<file path="config.mk">
export PLATFORM = sky130hd
export DESIGN_NAME = adder_sum_accumulator
export DESIGN_NICKNAME = d
export VERILOG_FILES = /design/src/rtl/adder_sum_accumulator.sv
export SDC_FILE = /design/constraint.sdc
export NUM_CORES = 1
export LEC_CHECK = 0
export BUFFER_PORTS_ARGS = -buffer_cell sky130_fd_sc_hd__buf_2
export CAP_MARGIN = 20
export CORE_MARGIN = 2
export CORE_UTILIZATION = 53
export CTS_CLUSTER_DIAMETER = 80
export CTS_CLUSTER_SIZE = 10
export DETAILED_ROUTE_END_ITERATION = 8
export GPL_ROUTABILITY_DRIVEN = 1
export MAX_ROUTING_LAYER = met4
export PLACE_DENSITY = 0.79
export SLEW_MARGIN = 20
export SYNTH_ARGS = -nofsm -noshare
export SYNTH_HDL_FRONTEND = slang
export SYNTH_SLANG_ARGS = --single-unit
export TNS_END_PERCENT = 100
</file>
<file path="constraint.sdc">
create_clock -name clk -period 3 [get_ports clk]
set_clock_uncertainty 0.15 [all_clocks]
set_input_delay 0.3 -clock clk [delete_from_list [all_inputs] [get_ports clk]]
set_output_delay 0.3 -clock clk [all_outputs]
set_load 0.05 [all_outputs]
</file>
<file path="src/rtl/adder_sum_accumulator.sv">
// adder_sum_accumulator: sums programmable-length blocks of adder results
// into a wide accumulator and hands each block total out over valid/ready.
module adder_sum_accumulator #(
  parameter int unsigned SUM_WIDTH = 57,
  parameter int unsigned ACC_WIDTH = 64,
  parameter int unsigned LEN_WIDTH = 8
) (
  input  logic                 clk,
  input  logic                 rst_n,
  input  logic                 in_valid,
  output logic                 in_ready,
  input  logic [SUM_WIDTH-1:0] in_sum,
  input  logic [LEN_WIDTH-1:0] block_len,
  output logic                 out_valid,
  input  logic                 out_ready,
  output logic [ACC_WIDTH-1:0] out_acc,
  output logic [LEN_WIDTH:0]   out_count,
  output logic                 out_overflow,
  output logic                 busy
);

  localparam int unsigned CNT_WIDTH = LEN_WIDTH + 1;
  localparam int unsigned EXT_WIDTH = ACC_WIDTH + 1;

  typedef enum logic [1:0] {
    S_IDLE  = 2'd0,
    S_ACCUM = 2'd1,
    S_HOLD  = 2'd2
  } state_t;

  state_t                 r_state;
  state_t                 w_state_nxt;

  logic [ACC_WIDTH-1:0]   r_acc;
  logic [CNT_WIDTH-1:0]   r_cnt;
  logic [CNT_WIDTH-1:0]   r_len;
  logic                   r_ovf;

  logic                   r_out_valid;
  logic [ACC_WIDTH-1:0]   r_out_acc;
  logic [CNT_WIDTH-1:0]   r_out_count;
  logic                   r_out_ovf;

  logic                   w_in_ready;
  logic                   w_busy;
  logic                   w_accept;
  logic                   w_xfer;
  logic                   w_start;
  logic                   w_done;
  logic [CNT_WIDTH-1:0]   w_len_dec;
  logic [EXT_WIDTH-1:0]   w_sum_ext;
  logic [ACC_WIDTH-1:0]   w_new_acc;
  logic [CNT_WIDTH-1:0]   w_new_cnt;
  logic [CNT_WIDTH-1:0]   w_new_len;
  logic                   w_new_ovf;

  // Handshake qualifiers and the per-sample datapath update.
  always_comb begin
    w_accept  = in_valid & w_in_ready;
    w_xfer    = r_out_valid & out_ready;
    // A sample accepted in IDLE or HOLD always opens a new block.
    w_start   = w_accept & (r_state != S_ACCUM);
    // Zero length means the full 2^LEN_WIDTH samples.
    w_len_dec = (block_len == '0) ? {1'b1, {LEN_WIDTH{1'b0}}}
                                  : {1'b0, block_len};
    w_sum_ext = EXT_WIDTH'(r_acc) + EXT_WIDTH'(in_sum);
    w_new_acc = w_start ? ACC_WIDTH'(in_sum) : w_sum_ext[ACC_WIDTH-1:0];
    w_new_cnt = w_start ? CNT_WIDTH'(1) : (r_cnt + CNT_WIDTH'(1));
    w_new_ovf = w_start ? 1'b0 : (r_ovf | w_sum_ext[ACC_WIDTH]);
    w_new_len = w_start ? w_len_dec : r_len;
    w_done    = w_accept & (w_new_cnt == w_new_len);
  end

  // State register.
  always_ff @(posedge clk or negedge rst_n) begin
    if (!rst_n) begin
      r_state <= S_IDLE;
    end else begin
      r_state <= w_state_nxt;
    end
  end

  // Next-state decode.
  always_comb begin
    w_state_nxt = r_state;
    case (r_state)
      S_IDLE: begin
        if (w_accept) begin
          w_state_nxt = w_done ? S_HOLD : S_ACCUM;
        end
      end
      S_ACCUM: begin
        if (w_done) begin
          w_state_nxt = S_HOLD;
        end
      end
      S_HOLD: begin
        if (w_xfer) begin
          if (w_accept) begin
            w_state_nxt = w_done ? S_HOLD : S_ACCUM;
          end else begin
            w_state_nxt = S_IDLE;
          end
        end
      end
      default: w_state_nxt = S_IDLE;
    endcase
  end

  // State-decoded outputs; in HOLD the input side follows out_ready.
  always_comb begin
    w_in_ready = 1'b1;
    w_busy     = 1'b0;
    case (r_state)
      S_ACCUM: w_busy = 1'b1;
      S_HOLD:  w_in_ready = out_ready;
      default: ;
    endcase
  end

  // Running block accumulator, sample count, latched length, sticky carry.
  always_ff @(posedge clk or negedge rst_n) begin
    if (!rst_n) begin
      r_acc <= '0;
      r_cnt <= '0;
      r_len <= '0;
      r_ovf <= 1'b0;
    end else if (w_accept) begin
      r_acc <= w_new_acc;
      r_cnt <= w_new_cnt;
      r_len <= w_new_len;
      r_ovf <= w_new_ovf;
    end
  end

  // Result registers: load on block completion, hold until transferred.
  always_ff @(posedge clk or negedge rst_n) begin
    if (!rst_n) begin
      r_out_valid <= 1'b0;
      r_out_acc   <= '0;
      r_out_count <= '0;
      r_out_ovf   <= 1'b0;
    end else if (w_done) begin
      r_out_valid <= 1'b1;
      r_out_acc   <= w_new_acc;
      r_out_count <= w_new_cnt;
      r_out_ovf   <= w_new_ovf;
    end else if (w_xfer) begin
      r_out_valid <= 1'b0;
    end
  end

  assign in_ready     = w_in_ready;
  assign busy         = w_busy;
  assign out_valid    = r_out_valid;
  assign out_acc      = r_out_acc;
  assign out_count    = r_out_count;
  assign out_overflow = r_out_ovf;

endmodule

</file>
==> impl_metrics.tcl <==
set metrics [dict create \
    crit_path_end_kind "flop" \
    die_w_um 146 \
    synth_area_leaders "dfrtp_1 37%, nand2_1 8.9%, ha_1 6.8%" \
    synth_mux_area_share_pct 3.16 \
    synthSimpleGateAreaFrac_pct 19.1 \
    cp.required_ns 3.16 \
    die_area_mm2 0.0213 \
    yosysWarnings 0 \
    placed_cells 1791 \
    drv_slew 0 \
    synth_fa_ha_area_share_pct 6.98 \
    fin_crit_ns 3.10 \
    dpl.hpwl_um 23300 \
    yosysTopAreaCellShare_pct 37.5 \
    num_io_pins 146 \
    ant_nets 0 \
    grt_pass1_vias 10800 \
    antenna_found_initial 1 \
    setup_slack_ns -0.0990 \
    synth_area_mm2 0.0107 \
    drtIter0Drc 1148 \
    grt_max_degree 99 \
    overflow 0 \
    cts_root_buf "clkbuf_16" \
    wl_per_cell_um 18.9 \
    violations "setup timing" \
    path_class "flop to flop" \
    io_buffer_count 145 \
    syn_area_per_cell_um2 8.26 \
    routabilityCongestion 1.02 \
    max_freq_mhz 323 \
    drc 0 \
    synth_cells 1293 \
    drv_cap 0 \
    outcome "finished, violations left" \
    async_flop_share_pct 100 \
    row_count 51 \
    synth_fp_nets 1421 \
    drive_above_1_share_pct 32.2 \
    powerDensity_mw_per_mm2 1260 \
    hold_viol_final 0 \
    relSlewSlack_pct 52.1 \
    numCtsBuffers 17 \
    clkSinkCount 160 \
    ys.flop_type "dfrtp_1" \
    ys_ff_latch 160 \
    ir_drop_mv 0.785 \
    nets 1705 \
    critPathMaxFanout 4 \
    regToRegStartpoint "r_acc[10]$_DFFE_PN0N_" \
    synthXorXnorAreaFrac_pct 5.48 \
    place_ws_ns -0.320 \
    synth_top_family_by_area "compound AO/OA/AOI/OAI gates" \
    final_core_util_pct 74.1 \
    htree_levels 4 \
    critPathLaunchType "flop" \
    track_usage_pct 32.4 \
    p_leak_nw 6.92 \
    dr.pass1.iters 6 \
    fin_cells 1856 \
    startpoint "r_acc[10]$_DFFE_PN0N_" \
    cts_tree "yes" \
    synth_edf_count 0 \
    hp-class "input pin to flop" \
    die_y_um 146 \
    ys_types 73 \
    clk_latency_ns 0.44 \
    synth_compound_gate_area_share_pct 24.2 \
    rsz0062_at_grt "yes" \
    syn2layout_area_growth_pct 35.8 \
    coreArea_mm2 0.0196 \
    wl_um 35100 \
    grt_pass1_wl_um 54300 \
    hp-start "in_sum[39]" \
    avgViaCountPerCell 6.04 \
    layout_common_cells "244 x nand2_1, 163 x buf_4, 157 x dfrtp_1" \
    yosysSeqAreaShare_pct 37.5 \
    cts.clk_slew.worst_paths_ns 0.07 \
    synth.largest_area_cell "dfrtp_1" \
    critPathArrivalTime_ns 3.26 \
    num_vias 11200 \
    layout_commonest_cell "nand2_1" \
    clockBufferDepth 2 \
    whs_ns 0.0101 \
    setup_violations 16 \
    initial_core_util_pct 54.5 \
    finalCritPeriodShare_pct 103 \
    worst_slew_pin_slew_ns 0.719 \
]
## cell type report
cell class	count	area, um2
clock inverter	14	169
sequential	160	4010
inverter	22	82.6
tap	265	332
clock buffer	18	439
antenna	1	2.50
multi-input combinational	1041	7200
fill	1347	5080
timing repair buffer	335	2280
## power by group
group / switching, mW / total [mW] / internal [mW]
logic: 7.34 / 12.3 / 4.95
clock network: 1.01 / 2.29 / 1.28
registers: 0.653 / 3.71 / 3.06
## logic make-up (layout without fill, tap and decap cells)
kind of cell,Yosys count,count (layout)
compound gates,428,428
xor+xnor,66,66
fa+ha+maj,59,59
buf+inv,92,389
flops,160,160
mux,31,31
other cells,0,1
simple gates,457,457
## sequential cells by signal, indices dropped and copies added (netlist names)
name	flops
r_ovf	1
out_overflow	1
r_cnt	9
r_state	2
out_valid	1
out_count	9
out_acc	64
r_len	9
r_acc	64
## routing by layer
layer	global-route usage [%]	vias to the layer above	wire length, um
li1	-	5160	-
met1	42.3	5385	14800
met2	50.5	571	16700
met3	6.21	98	2600
met4	11.4	0	971
met5	-	-	0
## per-stage QoR
stage	setup TNS (ns)	cell area [um2]	power [mW]
after detailed placement	-9.07	12700	14.1
after global routing	-5.66	14500	19.4
final	-0.439	14500	18.3
after global placement	-5.38	12700	13.9
after CTS	-0.0636	13900	17.0
after floorplan	0	10700	10.6
## final timing paths
| kind | end | slack [ns] | depth (start not counted) |
|---|---|---|---|
| min reg2reg | out_acc[25]$_DFFE_PN0P_ | 0.33 | 2 |
| min in group asynchronous | out_acc[30]$_DFFE_PN0P_ | 0.26 | 2 |
| min | r_acc[39]$_DFFE_PN0N_ | 0.01 | 3 |
| max reg2reg | out_acc[51]$_DFFE_PN0P_ | -0.1 | 12 |
| max | out_acc[51]$_DFFE_PN0P_ | -0.1 | 12 |
| max in group asynchronous | r_acc[1]$_DFFE_PN0N_ | 1.61 | 3 |
## repair_timing
| action | CTS | global route |
|---|---|---|
| endpoints found under the hold margin | 71 | 0 |
| gates resized for setup | 66 | 130 |
| endpoints found under the setup margin | 60 | 96 |
| pin swaps | 39 | 48 |
| hold buffers | 15 | 0 |
| buffers inserted | 11 | 9 |
## synth_stat cells (21+ instances only)
| cell type | n |
|---|---|
| inv_1 | 21 |
| nand4_1 | 23 |
| o21a_1 | 21 |
| ha_1 | 58 |
| dfrtp_1 | 160 |
| nand2_1 | 254 |
| a21o_1 | 39 |
| clkbuf_1 | 48 |
| xnor2_1 | 35 |
| o21ai_1 | 48 |
| a21oi_1 | 115 |
| nor2_1 | 73 |
| o21ai_0 | 110 |
| nand3_1 | 29 |
| xor2_1 | 30 |
## worst max-delay path: stages, from the launching register on
cell      delay, ns
dfrtp_1        0.39
ha_1           0.33
a21oi_1        0.24
o21ai_0        0.16
a2111o_1       0.36
nand3_4        0.13
a31oi_4        0.13
o21ai_2        0.15
o21a_1         0.21
o31a_1         0.19
buf_4          0.13
nor4_1         0.04
or3_1          0.37
(Power assumes the default switching activity.)
